<file path="config.mk">
export PLATFORM = sky130hd
export DESIGN_NAME = fp_sub_pipe_flat
export DESIGN_NICKNAME = d
export VERILOG_FILES = /design/src/rtl/fp_pkg.sv /design/src/rtl/fp_sub_pipe_if.sv /design/src/rtl/fp_lzc.sv /design/src/rtl/fp_sub_pipe.sv /design/src/flat_wrapper.sv
export SDC_FILE = /design/constraint.sdc
export NUM_CORES = 1
export LEC_CHECK = 0
export ABC_AREA = 1
export CAP_MARGIN = 20
export CORE_MARGIN = 5
export CORE_UTILIZATION = 50
export DETAILED_ROUTE_END_ITERATION = 6
export MAX_ROUTING_LAYER = met4
export PLACE_DENSITY = 0.77
export SLEW_MARGIN = 5
export SYNTH_ARGS = -nofsm -noshare
export SYNTH_HDL_FRONTEND = slang
export SYNTH_SLANG_ARGS = --single-unit
</file>
<file path="constraint.sdc">
create_clock -name clk -period 6.3 [get_ports clk]
set_input_delay 1.89 -clock clk [delete_from_list [all_inputs] [get_ports clk]]
set_output_delay 1.89 -clock clk [all_outputs]
set_load 0.01 [all_outputs]
</file>
<file path="src/rtl/fp_pkg.sv">
// Shared fields, stage payloads and constants for the pipelined FP subtractor.
// Widths follow EXPONENT/MANTISSA from config_sys.vh; the 8/23 fallback applies when that header is absent.
`ifndef EXPONENT
`define EXPONENT 8
`endif
`ifndef MANTISSA
`define MANTISSA 23
`endif

package fp_pkg;
  localparam int unsigned FP_EXP_W = `EXPONENT;
  localparam int unsigned FP_MAN_W = `MANTISSA;
  localparam int unsigned FP_W     = FP_EXP_W + FP_MAN_W + 1;

  typedef enum logic [1:0] {
    EXC_NONE = 2'd0,
    EXC_INF  = 2'd1,
    EXC_NAN  = 2'd2
  } exc_t;

  typedef struct packed {
    logic                sign;
    logic [FP_EXP_W-1:0] ex;
    logic [FP_MAN_W:0]   mx;
    logic [FP_MAN_W:0]   my_al;
    logic                eff_sub;
    exc_t                exc;
  } fp_s1_t;

  typedef struct packed {
    logic                sign;
    logic [FP_EXP_W-1:0] ex;
    logic [FP_MAN_W+1:0] sum;
    exc_t                exc;
  } fp_s2_t;

  localparam logic [FP_W-1:0] FP_QNAN    = {1'b0, {FP_EXP_W{1'b1}}, 1'b1, {(FP_MAN_W-1){1'b0}}};
  localparam logic [FP_W-1:0] FP_POS_INF = {1'b0, {FP_EXP_W{1'b1}}, {FP_MAN_W{1'b0}}};
endpackage

</file>
<file path="src/rtl/fp_sub_pipe_if.sv">
// Operand/result handshake bundle for fp_sub_pipe; slave is the subtractor side.
interface fp_sub_pipe_if import fp_pkg::*; #(
  parameter int unsigned EXP_W = FP_EXP_W,
  parameter int unsigned MAN_W = FP_MAN_W
);
  logic                   in_valid;
  logic                   in_ready;
  logic [EXP_W+MAN_W:0]   a_operand;
  logic [EXP_W+MAN_W:0]   b_operand;
  logic                   out_valid;
  logic                   out_ready;
  logic [EXP_W+MAN_W:0]   result;

  modport master (
    output in_valid, a_operand, b_operand, out_ready,
    input  in_ready, out_valid, result
  );

  modport slave (
    input  in_valid, a_operand, b_operand, out_ready,
    output in_ready, out_valid, result
  );
endinterface

</file>
<file path="src/rtl/fp_lzc.sv">
// Leading-zero counter; an all-zero input returns W.
module fp_lzc #(
  parameter int unsigned W  = 24,
  parameter int unsigned CW = $clog2(W + 1)
) (
  input  logic [W-1:0]  d_i,
  output logic [CW-1:0] cnt_o
);
  always_comb begin
    cnt_o = CW'(W);
    for (int unsigned i = 0; i < W; i++) begin
      if (d_i[i]) cnt_o = CW'(W - 1 - i);
    end
  end
endmodule

</file>
<file path="src/rtl/fp_sub_pipe.sv">
// Three-stage a-b subtractor (align, add/sub, normalise) with a whole-pipe stall.
// FP_SUB_EXC_EN adds Inf/NaN handling and overflow-to-Inf; otherwise exponents wrap.
module fp_sub_pipe import fp_pkg::*; #(
  parameter int unsigned EXP_W = FP_EXP_W,
  parameter int unsigned MAN_W = FP_MAN_W
) (
  input logic          clk,
  input logic          rst,
  fp_sub_pipe_if.slave bus
);
  localparam int unsigned W   = EXP_W + MAN_W + 1;
  localparam int unsigned LZW = $clog2(MAN_W + 2);

  logic             v1_q, v2_q, v3_q, adv;
  fp_s1_t           s1_d, s1_q;
  fp_s2_t           s2_d, s2_q;
  logic [W-1:0]     res_d, result_q;
  logic [LZW-1:0]   lz;

  logic             sa, sb, a_big, sx;
  logic [EXP_W-1:0] ea, eb, ex_raw, ey_raw, ex_eff, ey_eff, d, exp_n;
  logic [MAN_W-1:0] ma, mb, man_x, man_y, norm;
  logic [MAN_W:0]   my;

  assign {sa, ea, ma} = bus.a_operand;
  assign {sb, eb, mb} = bus.b_operand;

  assign adv           = !v3_q || bus.out_ready;
  assign bus.in_ready  = adv;
  assign bus.out_valid = v3_q;
  assign bus.result    = result_q;

  // Stage 1: b's sign is flipped; a denormal is weighted like exponent 1.
  always_comb begin
    s1_d   = '0;
    a_big  = {ea, ma} >= {eb, mb};
    sx     = a_big ? sa : ~sb;
    ex_raw = a_big ? ea : eb;
    ey_raw = a_big ? eb : ea;
    man_x  = a_big ? ma : mb;
    man_y  = a_big ? mb : ma;
    ex_eff = (ex_raw == '0) ? EXP_W'(1) : ex_raw;
    ey_eff = (ey_raw == '0) ? EXP_W'(1) : ey_raw;
    d      = ex_eff - ey_eff;
    my     = {|ey_raw, man_y};
    s1_d.sign    = sx;
    s1_d.ex      = ex_eff;
    s1_d.mx      = {|ex_raw, man_x};
    s1_d.my_al   = (32'(d) >= MAN_W + 1) ? '0 : (my >> d);
    s1_d.eff_sub = (sa == sb);
    s1_d.exc     = EXC_NONE;
`ifdef FP_SUB_EXC_EN
    if (((&ea) && (ma != '0)) || ((&eb) && (mb != '0)) ||
        ((&ea) && (&eb) && (ma == '0) && (mb == '0) && (sa == sb)))
      s1_d.exc = EXC_NAN;
    else if (((&ea) && (ma == '0)) || ((&eb) && (mb == '0)))
      s1_d.exc = EXC_INF;
`endif
  end

  always_comb begin
    s2_d      = '0;
    s2_d.sign = s1_q.sign;
    s2_d.ex   = s1_q.ex;
    s2_d.exc  = s1_q.exc;
    s2_d.sum  = s1_q.eff_sub ? ({1'b0, s1_q.mx} - {1'b0, s1_q.my_al})
                             : ({1'b0, s1_q.mx} + {1'b0, s1_q.my_al});
  end

  fp_lzc #(.W(MAN_W + 1), .CW(LZW)) u_lzc (
    .d_i  (s2_q.sum[MAN_W:0]),
    .cnt_o(lz)
  );

  always_comb begin
    res_d = '0;
    norm  = '0;
    exp_n = '0;
    if (s2_q.sum[MAN_W+1]) begin
      exp_n = s2_q.ex + EXP_W'(1);
      res_d = {s2_q.sign, exp_n, s2_q.sum[MAN_W:1]};
`ifdef FP_SUB_EXC_EN
      if (&exp_n) res_d = {s2_q.sign, {EXP_W{1'b1}}, {MAN_W{1'b0}}};
`endif
    end else if (s2_q.sum == '0) begin
      res_d = '0;
    end else if (32'(s2_q.ex) > 32'(lz)) begin
      norm  = MAN_W'(s2_q.sum[MAN_W:0] << lz);
      exp_n = s2_q.ex - EXP_W'(lz);
      res_d = {s2_q.sign, exp_n, norm};
    end else begin
      norm  = MAN_W'(s2_q.sum[MAN_W:0] << (s2_q.ex - EXP_W'(1)));
      res_d = {s2_q.sign, {EXP_W{1'b0}}, norm};
    end
    if (s2_q.exc == EXC_NAN)
      res_d = FP_QNAN;
    else if (s2_q.exc == EXC_INF)
      res_d = {s2_q.sign, {EXP_W{1'b1}}, {MAN_W{1'b0}}};
  end

  always_ff @(posedge clk or posedge rst) begin
    if (rst) begin
      v1_q     <= 1'b0;
      v2_q     <= 1'b0;
      v3_q     <= 1'b0;
      result_q <= '0;
    end else if (adv) begin
      v1_q <= bus.in_valid;
      v2_q <= v1_q;
      v3_q <= v2_q;
      if (v2_q) result_q <= res_d;
    end
  end

  always_ff @(posedge clk) begin
    if (adv) begin
      if (bus.in_valid) s1_q <= s1_d;
      if (v1_q)         s2_q <= s2_d;
    end
  end
endmodule

</file>
<file path="src/flat_wrapper.sv">
// flat-port wrapper written by rule: the top's interface ports become plain ports
module fp_sub_pipe_flat import fp_pkg::*;
#(
  parameter int unsigned EXP_W = FP_EXP_W,
  parameter int unsigned MAN_W = FP_MAN_W
)
  (clk, rst, bus_in_valid, bus_a_operand, bus_b_operand, bus_out_ready, bus_in_ready, bus_out_valid, bus_result);
  fp_sub_pipe_if #(.EXP_W(EXP_W), .MAN_W(MAN_W)) bus_i ();
  input logic clk;
  input logic rst;
  input wire logic [$bits(bus_i.in_valid)-1:0] bus_in_valid;
  input wire logic [$bits(bus_i.a_operand)-1:0] bus_a_operand;
  input wire logic [$bits(bus_i.b_operand)-1:0] bus_b_operand;
  input wire logic [$bits(bus_i.out_ready)-1:0] bus_out_ready;
  output wire logic [$bits(bus_i.in_ready)-1:0] bus_in_ready;
  output wire logic [$bits(bus_i.out_valid)-1:0] bus_out_valid;
  output wire logic [$bits(bus_i.result)-1:0] bus_result;
  assign bus_i.in_valid = bus_in_valid;
  assign bus_i.a_operand = bus_a_operand;
  assign bus_i.b_operand = bus_b_operand;
  assign bus_i.out_ready = bus_out_ready;
  assign bus_in_ready = bus_i.in_ready;
  assign bus_out_valid = bus_i.out_valid;
  assign bus_result = bus_i.result;
  fp_sub_pipe #(.EXP_W(EXP_W), .MAN_W(MAN_W)) u_core (.clk(clk), .rst(rst), .bus(bus_i));
endmodule
</file>
==> impl_metrics.tcl <==
set metrics [dict create \
    final_common_cell "nand2_1" \
    crit_path_top_delay_cell "clkdlybuf4s50_1" \
    p_per_area_nw_per_um2 384.9 \
    startpoint "bus_a_operand[24]" \
    setup.worst_path.class "in -> reg" \
    crit_path_end_kind "flop" \
    cts.sink_count 127 \
    overflow 0 \
    start_util_pct 50.54 \
    synth_async_sr_flop_share_pct 27.56 \
    synth_fp_nets 1660 \
    yosysSeqAreaShare_pct 33.09 \
    grt_pass1_vias 11790 \
    grt_pass1_wl_um 58480 \
    grt_antenna_before_repair 0 \
    hold_path.class "reg -> reg" \
    grt_start_max_net_pins 95 \
    status "finished with violations" \
    clk-insertion-delay-late_ns 0.42 \
    globalplace.congestion 1.002 \
    hold_violations 0 \
    rows 54 \
    vdd_drop_max_uv 235.3 \
    max_freq_mhz 149.5 \
    ant_nets 0 \
    die_y_um 158.3 \
    layout.nets 1966 \
    cts_buffers 17 \
    avgSynthCellArea_sq_um 7.239 \
    cp_max_fo 5 \
    dieWidth_um 158.3 \
    worstPathArrival_ns 6.86 \
    min_path_cells 0 \
    synth.distinct_cells 54 \
    finalPower_mw 6.004 \
    fin_crit_sh_pct 106.2 \
    stdcell_area_sq_um 15600 \
    ys_seq_elements 127 \
    rsz0062_at_grt "true" \
    finalSetupTns_ns -6.679 \
    reg2reg_from "u_core.s2_q[3]$_DFFE_PP_" \
    cts_tree "built" \
    viasPerCell 5.795 \
    drv_slew 0 \
    mostFrequentLayoutCells "nand2_1, buf_4, nand3_1" \
    io_pins 102 \
    reg2regPathDepth 41 \
    cp_slowest_stage_delay_ns 0.53 \
    hp-start "u_core.s1_q[54]$_DFFE_PP_" \
    synth_edf_count 92 \
    tightest_slew_ns 0.9853 \
    track_usage_pct 30.19 \
    setup_viol 24 \
    syn_inst 1519 \
    yosys_warnings 0 \
    clk_pin_slew_ns 0.06 \
    drcViolationCount 0 \
    period_needed_ns 6.689 \
    fill_cells 1616 \
    core_sq_um 21760 \
    routed_wl_um 38370 \
    timing.final.ws_setup_ns -0.3892 \
    leakagePower_nw 7.143 \
    htreeDepth 4 \
    synthesis.area_sq_um 11000 \
    drive_above_1_share_pct 29.22 \
    fin_skew_ns 0.008608 \
    portBuffers 101 \
    fin_hold_ws_ns 0.4130 \
    die-area_sq_um 25060 \
    clock_path_buffers 2 \
    cp-start-kind "primary input" \
    synthToLayoutAreaGrowth_pct 41.86 \
    maxCapViolCount 0 \
    violations "setup timing" \
    synthFlopType "edfxtp_1" \
    vias 12270 \
    wl_per_cell_um 18.12 \
    relSlewSlack_pct 34.24 \
    cts-root-buf "clkbuf_16" \
    drt_iter0_markers 1207 \
    drtPass1Iterations 6 \
    placed_cell_area_sq_um 13280 \
    cp.required_ns 6.47 \
    hpwlAfterDp_um 25650 \
    num_antenna_cells 0 \
]
## stage by stage
stage / worst slack [ns] / utilization, % / instances
finish: -0.3892 / 71.70 / 2118
detailed placement: -0.8194 / 61.02 / 1985
global route: -0.5923 / 71.70 / 2118
CTS: 0.0005840 / 69.42 / 2104
floorplan: -0.0001066 / - / 1519
global placement: -0.7472 / 61.02 / 1985
## Yosys cell counts, drive strengths merged (16+ instances only)
library cell  number  area [sq um]
nand2            367          1443
nand3            247          1306
inv              142         533.0
a21oi            130         680.7
nor2             119         456.7
o21ai            102         536.8
edfxtp            92          2763
ha                70         875.8
xor2              44         385.4
dfrtp             35         875.8
buf               33         234.0
clkbuf            30         112.6
nand4             19         118.9
xnor2             16         140.1
## where the power goes
part / internal, mW / switching (mW)
Combinational: 1.48 / 2.19
Sequential: 1.22 / 0.166
Clock: 0.582 / 0.375
## critical path: cells and delay by family
kind / cells / cell delay (ns)
compound gates: 12 / 1.58
simple gates: 9 / 1.22
buf+inv: 6 / 1.13
fa+ha+maj: 3 / 0.85
xor+xnor: 1 / 0.16
## repair_timing
action	CTS	global route
resized for setup	184	112
endpoints found under the setup margin	24	24
buffers inserted	83	17
cloned	5	0
pin swaps	66	67
hold buffers	0	0
## metal layers
layer	GRT usage [%]	vias up	part of all wire [%]
met4	16.08	0	6.7
met2	52.71	655	50
met3	3.615	186	6.4
met1	33.78	5634	37
met5	-	-	0
li1	-	5798	-
## path summary, 6_finish.rpt
kind	slack [ns]	endpoint
setup / recovery	-0.39	u_core.s1_q[6]$_SDFFCE_PP0P_
hold / removal	0.41	u_core.s2_q[30]$_DFFE_PP_
setup reg to reg	0.94	u_core.bus.result[16]$_DFFE_PP0P_
hold reg to reg	0.41	u_core.s2_q[30]$_DFFE_PP_
max in group asynchronous	4.11	u_core.bus.result[17]$_DFFE_PP0P_
min in group asynchronous	1.86	u_core.bus.result[28]$_DFFE_PP0P_
## cells by family (layout without fill, tap and decap cells)
kind of cell | count (synthesis) | after routing | share of synthesized area, %
AOI/OAI and AO/OA | 267 | 267 | 13.58
xor gates and xnor gates | 60 | 60 | 4.779
adders and majority gates | 73 | 73 | 8.512
buffers and inverters | 207 | 525 | 8.079
DFF | 127 | 127 | 33.09
and+or+nand+nor | 785 | 786 | 31.96
## area by class of cell
cell class | instances | area [sq um] | area share, %
Tap cell | 280 | 350.3 | 2.246
Multi-Input combinational cell | 1186 | 7457 | 47.81
Timing Repair Buffer | 349 | 3027 | 19.40
Inverter | 144 | 553.0 | 3.545
Sequential cell | 127 | 3638 | 23.33
Clock inverter | 13 | 140.1 | 0.8984
Clock buffer | 19 | 432.9 | 2.775
## state kept, by name, summed over array words and instances (netlist names)
register	count
u_core.bus.out_valid	1
u_core.bus.result	32
u_core.s1_q	58
u_core.s2_q	34
u_core.v1_q	1
u_core.v2_q	1
Power figures use the tool's default switching activity.
